### src/rtl/counter_mod10.sv
// One BCD digit of the microwave timer: loadable, enable-controlled modulo-10 down-counter.
// Optional build macro COUNTER_MOD10_SATURATE_LOAD_EN: out-of-range loads store 9 instead of 0.
module counter_mod10 #(
    parameter int RESET_VALUE = 0
) (
    input  logic       clock,
    input  logic       clear,
    input  logic [3:0] data,
    input  logic       loadn,
    input  logic       enable,
    output logic [3:0] digit,
    output logic       tc,
    output logic       zero
);

    // An illegal RESET_VALUE falls back to 0 so the digit can never start above 9.
    localparam logic [3:0] RESET_DIGIT =
        (RESET_VALUE >= 0 && RESET_VALUE <= 9) ? 4'(RESET_VALUE) : 4'd0;

`ifdef COUNTER_MOD10_SATURATE_LOAD_EN
    localparam logic [3:0] OOR_LOAD = 4'd9;
`else
    localparam logic [3:0] OOR_LOAD = 4'd0;
`endif

    logic [3:0] digit_q;
    logic [3:0] digit_d;
    logic [3:0] load_value;

    always_comb begin
        load_value = data;
        if (data > 4'd9) begin
            load_value = OOR_LOAD;
        end
    end

    // Load beats count; count wraps 0 -> 9.
    always_comb begin
        digit_d = digit_q;
        if (!loadn) begin
            digit_d = load_value;
        end else if (enable) begin
            digit_d = (digit_q == 4'd0) ? 4'd9 : digit_q - 4'd1;
        end
    end

    always_ff @(posedge clock or posedge clear) begin
        if (clear) begin
            digit_q <= RESET_DIGIT;
        end else begin
            digit_q <= digit_d;
        end
    end

    assign digit = digit_q;
    assign zero  = (digit_q == 4'd0);
    assign tc    = zero & enable;

endmodule

### config.mk
export PLATFORM = sky130hd
export DESIGN_NAME = counter_mod10
export DESIGN_NICKNAME = d
export VERILOG_FILES = /design/src/rtl/counter_mod10.sv
export SDC_FILE = /design/constraint.sdc
export NUM_CORES = 1
export LEC_CHECK = 0
export CORE_AREA = 4 4 41 43
export DETAILED_ROUTE_END_ITERATION = 16
export DIE_AREA = 0 0 45 47
export PLACE_DENSITY = 0.47
export REMOVE_ABC_BUFFERS = 1
export SETUP_SLACK_MARGIN = 0.1
export SYNTH_ARGS = -nofsm -noshare
export SYNTH_HDL_FRONTEND = slang
export SYNTH_SLANG_ARGS = --single-unit
### constraint.sdc
create_clock -name clock -period 3.5 [get_ports clock]
set_input_delay 0.7 -clock clock [delete_from_list [all_inputs] [get_ports clock]]
set_output_delay 0.7 -clock clock [all_outputs]
set_load 0.01 [all_outputs]
---- Word-level counts from Yosys, hierarchy flattened ----
Cells that the tools add are included.
storage, ports and cells
  flip-flop bits (word level) ............. 4
  latch bits .............................. 0
  RAM bits ................................ 0
  ROM bits ................................ 0
  bits of input ports ..................... 8
  output and inout bits ................... 6
  word-level logic and storage cells ...... 10
  memories ................................ 0
cells by class
  add/sub/neg operators ................... 1
  multipliers ............................. 0
  div/mod/pow operators ................... 0
  $lt $le $gt $ge ......................... 1
  equality and inequality tests ........... 1
  shift-type cells ........................ 0
  mux-type cells .......................... 4
  bitwise logic cells ..................... 1
  reduce and logical (&&, ||, !) cells .... 1
operators with widths
  kind                 number
  $mux 4               4
  $gt 4x4->1 const B   1
  $logic_not 4->1      1
  $sub 4x1->4 const B  1
  $ne 2x1->1 const B   1
  $and 1x1->1          1

---- Longest topological paths before layout ----
Gate-level depths: netlist of the first run.
  depth after elaboration ................. 4
  mapped depth ............................ 3

---- Worst setup path after synthesis of the first run ----
No wires, ideal clock.
  path kind ............................... input -> output
  start point ............................. in enable
  end point ............................... out tc
  arrival time ............................ 1.166 ns
  required time ........................... 2.800 ns
  slack ................................... 1.634 ns
  stages on the path ...................... 2
  cell sequence ........................... nor4b_2 -> nor2b_1
between the ends
  cells in the longest elaborated chain, start to end .. 1
RTL lines
  element             line  text
  start: declaration  10    input logic enable,
  $and 1x1->1         57    assign tc = zero & enable;
  end: declaration    12    output logic tc,
Every way passes these cells.

---- Worst setup path after layout of the first run ----
Same ends and word-level chain as after synthesis.

==> impl_metrics.tcl, run 1 <==
set metrics [dict create \
    peakVddDrop_mv 0.300 \
    die_area_um2 2120 \
    tightestPinTransition_ns 0.295 \
    required_ns 2.80 \
    final_area_um2 423 \
    grt_pass1_wl_um 1120 \
    nFillCells 148 \
    worst_slack_ns 0.558 \
    skew_ns 0.00551 \
    critPathLaunchType "primary input" \
    synth_area_um2 255 \
    cts.reportedPaths.clkPinSlew_ns 0.04 \
    num_io_pins 14 \
    cts_buffers 3 \
    max_slew_margin_pct 80.3 \
    clockBufferDepth 2 \
    fin_nets 53 \
    cpMaxStageDelayCell "clkdlybuf4s50_1" \
    num_vias 271 \
    hold_viol 0 \
    grt_max_degree 10 \
    grt-ovfl-total 0 \
    criticalPathCategory "in -> out" \
    hold_class "in -> async" \
    initialDrtViolationCount 16 \
    drtPass1Iterations 4 \
    critPathMaxStageDelay_ns 0.55 \
    antenna_found_initial 0 \
    drtAntennaViolNets 0 \
    finalSetupViolations 0 \
    cap_violations 0 \
    largest_reg_flops 4 \
    wire_per_inst_um 11.3 \
    p_leak_nw 0.178 \
    crit_top_cell "clkdlybuf4s50_1" \
    htreeDepth 1 \
    tritoncts "built" \
    worstPathArrival_ns 2.24 \
    setup_tns_ns 0 \
    synthTopCellsByArea "dfrtp_1 39%, nor4b_2 5.9%, nand2b_4 5.4%" \
    ys_seq_area_share_pct 39.2 \
    area_growth_pct 65.7 \
    crit_chain "clkdlybuf4s50_1, nor4b_2, nor2b_1, clkdlybuf4s50_1" \
    cts_sinks 4 \
    outcome "finished, final reports clean" \
    p_per_area_nw_per_um2 392 \
    via_per_inst 4.67 \
    drc 0 \
    pre_cts_ws_ns 0.547 \
    cts-root-buf "clkbuf_4" \
    synth_cells 28 \
    yosysWarnings 0 \
    ys_seq_elements 4 \
    synth.avg_cell_area_um2 9.12 \
    grt_use_total_pct 7.84 \
    dpl_cell_area_um2 400 \
    synth_top_area_share_pct 39.2 \
    cts_hold_buf 0 \
    cp_max_fo 4 \
    drive_gt1_share_pct 11.6 \
    slew_viol_final 0 \
    grt_pass1_vias 258 \
    die_w_um 45 \
    rsz0062_at_grt "false" \
    fp.dieH_um 47 \
    place.gp.congestion 0.676 \
    finalCritPeriodShare_pct 84.1 \
    core_um2 1300 \
    diodes 0 \
    io_buffers 13 \
    initial_core_util_pct 19.6 \
    num_rows 13 \
    cts_setup_buffers 0 \
    crit_path_end_kind "output pin" \
    fmax_mhz 340 \
    yosysTopAreaCell "dfrtp_1" \
    cts.repair.resized 0 \
    ys_types 19 \
    wl_um 654 \
    insertion_delay_ns 0.24 \
    min_period_ns 2.94 \
]
==> through the flow <==
step | hold slack, ns | power [mW] | cells | util [%]
detailed placement | 0.631 | 0.108 | 55 | 30.8
floorplan | 0.466 | 0.0787 | 27 | -
global placement | 0.631 | 0.108 | 55 | 30.8
finish | 0.640 | 0.166 | 58 | 32.5
CTS | 0.642 | 0.168 | 58 | 32.5
global route | 0.671 | 0.179 | 58 | 32.5
==> cells in the mapped netlist <==
cell	instances
dfrtp_1	4
nand2_1	3
a21oi_1	2
a31oi_1	2
inv_1	2
nor4_1	2
a21o_1	1
clkbuf_1	1
nand2b_1	1
nand2b_4	1
nand4b_1	1
nor2_1	1
nor2b_1	1
nor3b_1	1
nor4b_2	1
o21ai_0	1
o221ai_1	1
or3_1	1
xor2_1	1
==> final cells by class <==
cell class              instances  area [um2]  share of cell area [%]
well taps                      15        18.8                    4.44
inverters                       2        7.51                    1.78
flip-flops and latches          4         100                    23.7
clock buffers                   3        22.5                    5.33
multi-input cells              21         144                    34.0
repair buffers                 13         130                    30.8
==> report_power, final <==
part           total, mW  internal (mW)  switching [mW]
registers         0.0603         0.0515         0.00873
clock network     0.0587         0.0384          0.0203
logic             0.0468         0.0290          0.0178
total              0.166          0.119          0.0468
==> cell families (layout without fill, tap and decap cells) <==
logic type	count (synthesis)	in the layout	synth area share, %
xor gates and xnor gates	1	1	3.43
buffers and inverters	3	18	4.41
AOI/OAI and AO/OA	7	7	17.2
and+or+nand+nor	13	13	35.8
DFF	4	4	39.2
==> worst paths after layout <==
check,startpoint,endpoint,slack [ns],cells after the start
setup reg to reg,digit[0],digit[1],2.30,3
max in group asynchronous,clear,digit[2],2.71,2
setup / recovery,enable,tc,0.56,4
min in group clock,digit[1],digit[1],0.64,2
hold reg to reg,digit[1],digit[1],0.64,2
hold / removal,clear,digit[1],0.64,2
==> metal layers <==
metal	up-vias	track usage, %	part of all wire [%]
li1	134	-	-
met1	124	9.86	44
met2	11	9.89	45
met3	2	5.75	9.5
met4	0	3.51	1.5
met5	-	0	0
==> placed cells by master (no fill, tap or decap) <==
| master | count |
|---|---|
| xor2_1 | 1 |
| nor4_1 | 2 |
| inv_1 | 2 |
| nor4b_2 | 1 |
| o21ai_0 | 1 |
| a31oi_1 | 2 |
| nand2b_1 | 1 |
| nor2b_1 | 1 |
| o221ai_1 | 1 |
| nand4b_1 | 1 |
| nand2b_4 | 1 |
| or3_1 | 1 |
| clkdlybuf4s50_1 | 13 |
| a21oi_1 | 2 |
| dfrtp_1 | 4 |
| nor2_1 | 1 |
| nor3b_1 | 1 |
| nand2_1 | 3 |
| clkbuf_4 | 3 |
| a21o_1 | 1 |
==> critical path, delay by kind of cell <==
family | cells | cell delay (ns)
buffers and inverters | 2 | 1.09
AND/OR/NAND/NOR | 2 | 0.45
(Power assumes the default switching activity.)
==> inputs of run 2 (changes only) <==
==> constraint.sdc (replaced) <==
create_clock -name clock -period 2.96 [get_ports clock]
set_input_delay 0.592 -clock clock [delete_from_list [all_inputs] [get_ports clock]]
set_output_delay 0.592 -clock clock [all_outputs]
set_load 0.01 [all_outputs]
==> run 2 against run 1 <==
  * Sequential power up 21%
  * Via count down 2.2%
  * Hold slack worse by 0.11 ns
  * Worst setup slack worse by 0.32 ns
==> impl_metrics.tcl, run 2 (synthesis results as in run 1) <==
set metrics [dict create \
    crit_chain "clkdlybuf4s50_1, nor4b_4, nor2b_1, clkdlybuf4s50_1" \
    drc 0 \
    drtAntennaViolNets 0 \
    critPathLaunchType "primary input" \
    num_rows 13 \
    tritoncts "built" \
    htreeDepth 1 \
    drive_gt1_share_pct 11.6 \
    cts.reportedPaths.clkPinSlew_ns 0.04 \
    required_ns 2.37 \
    critPathTopFamily "buffers and inverters" \
    finalSetupViolations 0 \
    fp.dieH_um 47 \
    num_io_pins 14 \
    max_slew_margin_pct 79.4 \
    outcome "finished, final reports clean" \
    crit_path_end_kind "output pin" \
    hold_class "in -> async" \
    core_um2 1300 \
    io_buffers 13 \
    finish.utilization_pct 33.2 \
    initial_core_util_pct 19.6 \
    die_w_um 45 \
    cpMaxStageDelayCell "clkdlybuf4s50_1" \
    finalCritPeriodShare_pct 91.9 \
    cts-root-buf "clkbuf_4" \
    crit_top_cell "clkdlybuf4s50_1" \
    tightestPinTransition_ns 0.308 \
    grt-ovfl-total 0 \
    hold_viol 0 \
    slew_viol_final 0 \
    cts.repair.resized 0 \
    grt_use_total_pct 7.30 \
    worstPathArrival_ns 2.13 \
    antenna_found_initial 0 \
    fmax_mhz 368 \
    nFillCells 144 \
    hold-worst-slack_ns 0.532 \
    grt_pass1_wl_um 1060 \
    peakVddDrop_mv 0.256 \
    stdcell_count 58 \
    place.gp.congestion 0.752 \
    critPathMaxStageDelay_ns 0.57 \
    min_period_ns 2.72 \
    num_vias 265 \
    setup_tns_ns 0 \
    initialDrtViolationCount 2 \
    dp.cells 55 \
    clockBufferDepth 2 \
    diodes 0 \
    hpwl_um 531 \
    cap_violations 0 \
    crit_buf_inv 2 \
    cts_buffers 3 \
    area_growth_pct 69.1 \
    fin_nets 53 \
    grt_max_degree 10 \
    criticalPathCategory "in -> out" \
    pre_cts_ws_ns 0.220 \
    skew_ns 0.0121 \
    die_area_um2 2120 \
    wire_per_inst_um 12.7 \
    cts_hold_buf 0 \
    drtPass1Iterations 2 \
    grt_pass1_vias 274 \
    rsz0062_at_grt "false" \
    cp_max_fo 4 \
    p_leak_nw 0.183 \
    cts_setup_buffers 0 \
    largest_reg_flops 4 \
    cts_sinks 4 \
    final_common_cell "clkdlybuf4s50_1" \
    p_per_area_nw_per_um2 463 \
    via_per_inst 4.57 \
    most-common-layout-cells "13 x clkdlybuf4s50_1, 4 x dfrtp_1, 3 x nand2_1, 3 x clkbuf_4" \
    wl_um 738 \
    insertion_delay_ns 0.24 \
    worst_slack_ns 0.239 \
]
==> run 2: area by class of cell <==
type / count / area, um2 / share of cell area, %
clock buffers: 3 / 22.5 / 5.22
multi-input cells: 21 / 153 / 35.4
well taps: 15 / 18.8 / 4.35
inverters: 2 / 7.51 / 1.74
flip-flops and latches: 4 / 100 / 23.2
repair buffers: 13 / 130 / 30.1
==> run 2: worst paths after layout <==
kind,startpoint,to,slack (ns),cells after the start
min in group clock,digit[1],digit[1],0.66,2
min,clear,digit[0],0.53,2
min reg2reg,digit[1],digit[1],0.66,2
max reg2reg,digit[0],digit[1],1.73,3
max in group asynchronous,clear,digit[2],2.27,2
max,enable,tc,0.24,4
==> run 2: through the flow <==
step / total power, mW / cell area, um2
after floorplan: 0.0931 / 251
after global placement: 0.128 / 400
after detailed placement: 0.128 / 400
after CTS: 0.200 / 423
after global routing: 0.215 / 432
final: 0.200 / 432
==> run 2: worst reg2reg max path, cell delays in order (launching register included) <==
cell and delay, ns:
dfrtp_1 0.45, nand2b_4 0.18, or3_1 0.35, a31oi_1 0.17
==> run 2: power breakdown <==
| part | total [mW] | switching, mW | internal, mW |
|---|---|---|---|
| registers | 0.0732 | 0.0123 | 0.0609 |
| clock network | 0.0697 | 0.0242 | 0.0455 |
| logic | 0.0569 | 0.0216 | 0.0353 |
==> run 2: layer usage <==
metal / up-vias / part of all wire, % / global-route usage, %
met3: 0 / 6.1 / 4.98
met1: 123 / 44 / 8.28
li1: 134 / - / -
met5: - / 0 / 0
met2: 8 / 50 / 10.5
met4: 0 / 0 / 3.51
==> inputs of run 3 (changes only) <==
--- a/config.mk
+++ b/config.mk
@@ -8,7 +8,8 @@
 export CORE_AREA = 4 4 41 43
 export DETAILED_ROUTE_END_ITERATION = 16
 export DIE_AREA = 0 0 45 47
-export PLACE_DENSITY = 0.47
+export DONT_BUFFER_PORTS = 1
+export PLACE_DENSITY = 0.34
 export REMOVE_ABC_BUFFERS = 1
 export SETUP_SLACK_MARGIN = 0.1
 export SYNTH_ARGS = -nofsm -noshare
==> run 3 against run 2 <==
  * Final area is 32% lower
  * First-iteration DRC count increased to 5.5 times the previous value
  * Die area did not move
  * Via count decreased by 15%
  * Core utilization fell by 11 points
  * Critical path depth down 2
  * Fmax up 38%
  * Critical endpoint unchanged
==> impl_metrics.tcl, run 3 (synthesis results as in run 1) <==
set metrics [dict create \
    initialDrtViolationCount 11 \
    antenna_found_initial 0 \
    worst-path-stages 2 \
    fp.dieH_um 47 \
    num_io_pins 14 \
    fin_nets 40 \
    criticalPathCategory "reg -> out" \
    via_per_inst 5.00 \
    grt-ovfl-total 0 \
    hold_class "in -> async" \
    finalCritPeriodShare_pct 66.5 \
    cp_max_fo 6 \
    tightestPinTransition_ns 0.528 \
    worstPathArrival_ns 1.38 \
    skew_ns 0.00494 \
    critPathMaxStageDelay_ns 0.47 \
    cpMaxStageDelayCell "dfrtp_1" \
    largest_reg_flops 4 \
    final_area_um2 293 \
    p_per_area_nw_per_um2 589 \
    p_total_mw 0.172 \
    cts_setup_buffers 0 \
    p_leak_nw 0.129 \
    drtPass1Iterations 4 \
    num_rows 13 \
    core_um2 1300 \
    insertion_delay_ns 0.25 \
    area_growth_pct 14.7 \
    final_common_cell "dfrtp_1" \
    drtAntennaViolNets 0 \
    die_w_um 45 \
    peakVddDrop_mv 0.207 \
    drive_gt1_share_pct 16.7 \
    cts-root-buf "clkbuf_4" \
    place.gp.congestion 0.695 \
    min_period_ns 1.97 \
    slew_viol_final 0 \
    crit_start "digit[1]" \
    crit_chain "nor4b_2, nor2b_1" \
    cts_hold_buf 0 \
    cts.reportedPaths.clkPinSlew_ns 0.04 \
    clockBufferDepth 2 \
    grt_max_degree 10 \
    wire_per_inst_um 15.6 \
    crit_path_end_kind "output pin" \
    setup_tns_ns 0 \
    cap_violations 0 \
    diodes 0 \
    required_ns 2.37 \
    outcome "finished, final reports clean" \
    wl_um 701 \
    finalSetupViolations 0 \
    critPathTopFamily "simple AND/OR/NAND/NOR gates" \
    r2r_slack_ns 1.70 \
    initial_core_util_pct 19.6 \
    worstReg2RegStart "digit[0]" \
    hpwl_um 524 \
    fmax_mhz 508 \
    worst_slack_ns 0.992 \
    crit_buf_inv 0 \
    grt_pass1_wl_um 945 \
    most-common-layout-cells "4 x dfrtp_1, 3 x nand2_1, 3 x clkbuf_4" \
    rr_endpoint "digit[1]" \
    hold_viol 0 \
    num_vias 225 \
    io_buffers 0 \
    die_area_um2 2120 \
    cts_sinks 4 \
    rsz0062_at_grt "false" \
    pre_cts_ws_ns 1.23 \
    tritoncts "built" \
    grt_pass1_vias 197 \
    hold-worst-slack_ns 0.113 \
    drc 0 \
    reg2reg_depth 3 \
    cts_buffers 3 \
    dpl_cell_area_um2 270 \
    cp-endpoint "tc" \
    grt_use_total_pct 7.22 \
    htreeDepth 1 \
    max_slew_margin_pct 64.5 \
    cts.repair.resized 0 \
    critPathLaunchType "flip-flop" \
]
[run 3: cell type report]
| cell class | instances | area, um2 |
|---|---|---|
| tap | 15 | 18.8 |
| fill | 155 | 1010 |
| clock buffer | 3 | 22.5 |
| multi-input combinational | 21 | 144 |
| inverter | 2 | 7.51 |
| sequential | 4 | 100 |
[run 3: stage by stage]
stage,util [%],instances
after floorplan,-,27
after global placement,20.8,42
after detailed placement,20.8,42
after CTS,22.5,45
after global routing,22.5,45
final,22.5,45
[run 3: how the worst min path moves through the flow]
stage | startpoint | to | slack, ns | cells after the start
2_1_floorplan | clear | digit[0] | 0.36 | 1
3_3_place_gp | clear | digit[1] | 0.38 | 1
3_5_place_dp | clear | digit[1] | 0.38 | 1
4_1_cts | clear | digit[1] | 0.12 | 1
5_1_grt | clear | digit[1] | 0.12 | 1
6_report | clear | digit[1] | 0.11 | 1
[run 3: report_power, final]
group | switching [mW] | internal [mW]
Clock | 0.0283 | 0.0458
Combinational | 0.0108 | 0.0121
Sequential | 0.0147 | 0.0608
[run 3: routing by layer]
metal  global-route usage [%]  vias to the layer above  routed length, um
met5                        0                        -                  0
met4                     7.02                        0                 22
met3                     7.28                        3                100
met2                     9.60                       10                328
met1                     5.98                      102                250
li1                         -                      110                  -
==> variant 1 (config.mk and constraints of run 2) <==
Add a define of `COUNTER_MOD10_SATURATE_LOAD_EN`.
--- a/src/rtl/counter_mod10.sv
+++ b/src/rtl/counter_mod10.sv
@@ -2,2 +2,4 @@
 // Optional build macro COUNTER_MOD10_SATURATE_LOAD_EN: out-of-range loads store 9 instead of 0.
+`define COUNTER_MOD10_SATURATE_LOAD_EN
+
 module counter_mod10 #(
Function: changed (a bounded check fails within 4 cycles, from zero or initial values).
==> variant 1 against run 2 <==
  * Synthesized area is 2.5% higher
  * Sequential share of layout area is 0.14 points higher
  * Clock power hardly changed
  * Wire length is 8.4% lower
  * Worst hold slack better by 4.1 ps
  * Non-clock buffer count stayed put
  * Worst setup slack better by 19 ps
  * Sequential cell count stayed put
  * Total power is 2.3% lower
  * Final area is 0.58% lower
  * Core utilization is 0.19 points lower
  * Largest cell class unchanged
  * Highest routed layer unchanged
==> variant 1: results (changes against run 2) <==
Status
  – Run status: completed (unchanged)

Global route
  – Met3 usage: 2.299% (was 4.981%)
  – First-pass GRT wire length: 1055 um (unchanged)
  – GR Layer Usage met1: 8.696% (was 8.276%)
  – All-layer global routing usage: 7.205% (was 7.296%)
  – Via count of the first global-routing pass: 266 (was 274)
  – Met2 global-route usage: 9.887% (was 10.45%)

Detailed routing
  – Highest metal used: met3 (unchanged)
  – Iter 0 DRT Violations: 0 (was 2)
  – Metal1 wirelength: 301 um (was 325 um)
  – Routed wire length: 676 um (was 738 um)
  – Routed met2 length: 303 um (was 367 um)
  – DR pass1 iterations: 1 (was 2)
  – Total number of vias: 256 (was 265)
  – DR WL met3: 71 um (was 45 um)

Yosys
  – Post-synth top cells: 4 x dfrtp_1, 3 x nand2_1, 3 x nor2_1, 2 x a21oi_1, 2 x inv_1 (was 4 x dfrtp_1, 3 x nand2_1)
  – Adder-cell share of the synthesized area: 0% (unchanged)
  – Top_reg_cell synth: dfrtp_1 (unchanged)
  – Synth Area in XOR/XNOR: 3.349% (was 3.431%)
  – Largest cells by area after synthesis: dfrtp_1 38%, nor4b_4 9.1%, nand2b_4 5.3%, nand2_1 4.3%, nor2_1 4.3% (was dfrtp_1 39%, nor4b_2 5.9%, nand2b_4 5.4%, a31oi_1 4.9%, nor4_1 4.9%)
  – Sequential fraction of the synthesis area: 38.28% (was 39.22%)
  – Post-synthesis mux area share: 0% (unchanged)
  – Complex-gate fraction of the synthesized area: 14.83% (was 17.16%)

Placement
  – Dpl ws: 244.7 ps (was 220.3 ps)
  – DP Area: 406.6 um2 (was 400.4 um2)
  – Port bufs: 13 (unchanged)
  – Routability congestion estimate from global placement: 0.7746 (was 0.7519)

Worst setup path
  – Flop-to-flop setup slack: 1720 ps
  – Arrival time at the worst endpoint: 2110 ps (was 2130 ps)
  – Slowest CP cell: clkdlybuf4s50_1 (unchanged)

Cells and area
  – Fraction of layout cells with a size suffix above 1: 11.63% (unchanged)
  – Max FFs per register: 4 (unchanged)

Clock network
  – Clk root buf: clkbuf_4 (unchanged)
  – Clock Latency Late Sink: 240 ps (about the same)
  – H-tree Lvls: 1 (unchanged)
  – CTS clk-pin slew, worst paths: 40 ps (about the same)

Power and ir drop
  – Leak: 0.1707 nW (was 0.1831 nW)
  – Maximum VDD drop: 0.0002374 V (was 0.0002556 V)
  – Sw Share: 28.40% (was 29.09%)
  – Total combinational power: 0.0524 mW (was 0.0569 mW)

STA
  – Clock Skew: 7.527 ps (was 12.06 ps)
  – Max_slew headroom: 78.74% (was 79.39%)
## variant 1: final cells by class
type	instances	area, um2
repair buffers	13	130.1
flip-flops and latches	4	100.1
clock buffers	3	22.52
well taps	15	18.77
fillers	141	872.1
multi-input cells	21	150.1
inverters	2	7.507
## variant 1: worst max path at each step
| stage | start | slack [ps] | endpoint | depth (start not counted) |
|---|---|---|---|---|
| floorplan | enable | 1340 | tc | 2 |
| global placement | enable | 260 | tc | 4 |
| detailed placement | enable | 240 | tc | 4 |
| CTS | enable | 240 | tc | 4 |
| global route | enable | 130 | tc | 4 |
| finish | enable | 260 | tc | 4 |
## variant 1: per-stage QoR
step | hold slack [ps] | std cells | power (mW)
after global routing | 558.2 | 58 | 0.2083
after CTS | 534.9 | 58 | 0.1995
after global placement | 661.4 | 55 | 0.1265
after detailed placement | 660.2 | 55 | 0.1266
final | 536.4 | 58 | 0.1951
after floorplan | 358.1 | 27 | 0.09462
## variant 1: worst max-delay path, delay by kind of cell
kind          cells  cell delay, ps
buf+inv           2            1100
simple gates      2             410
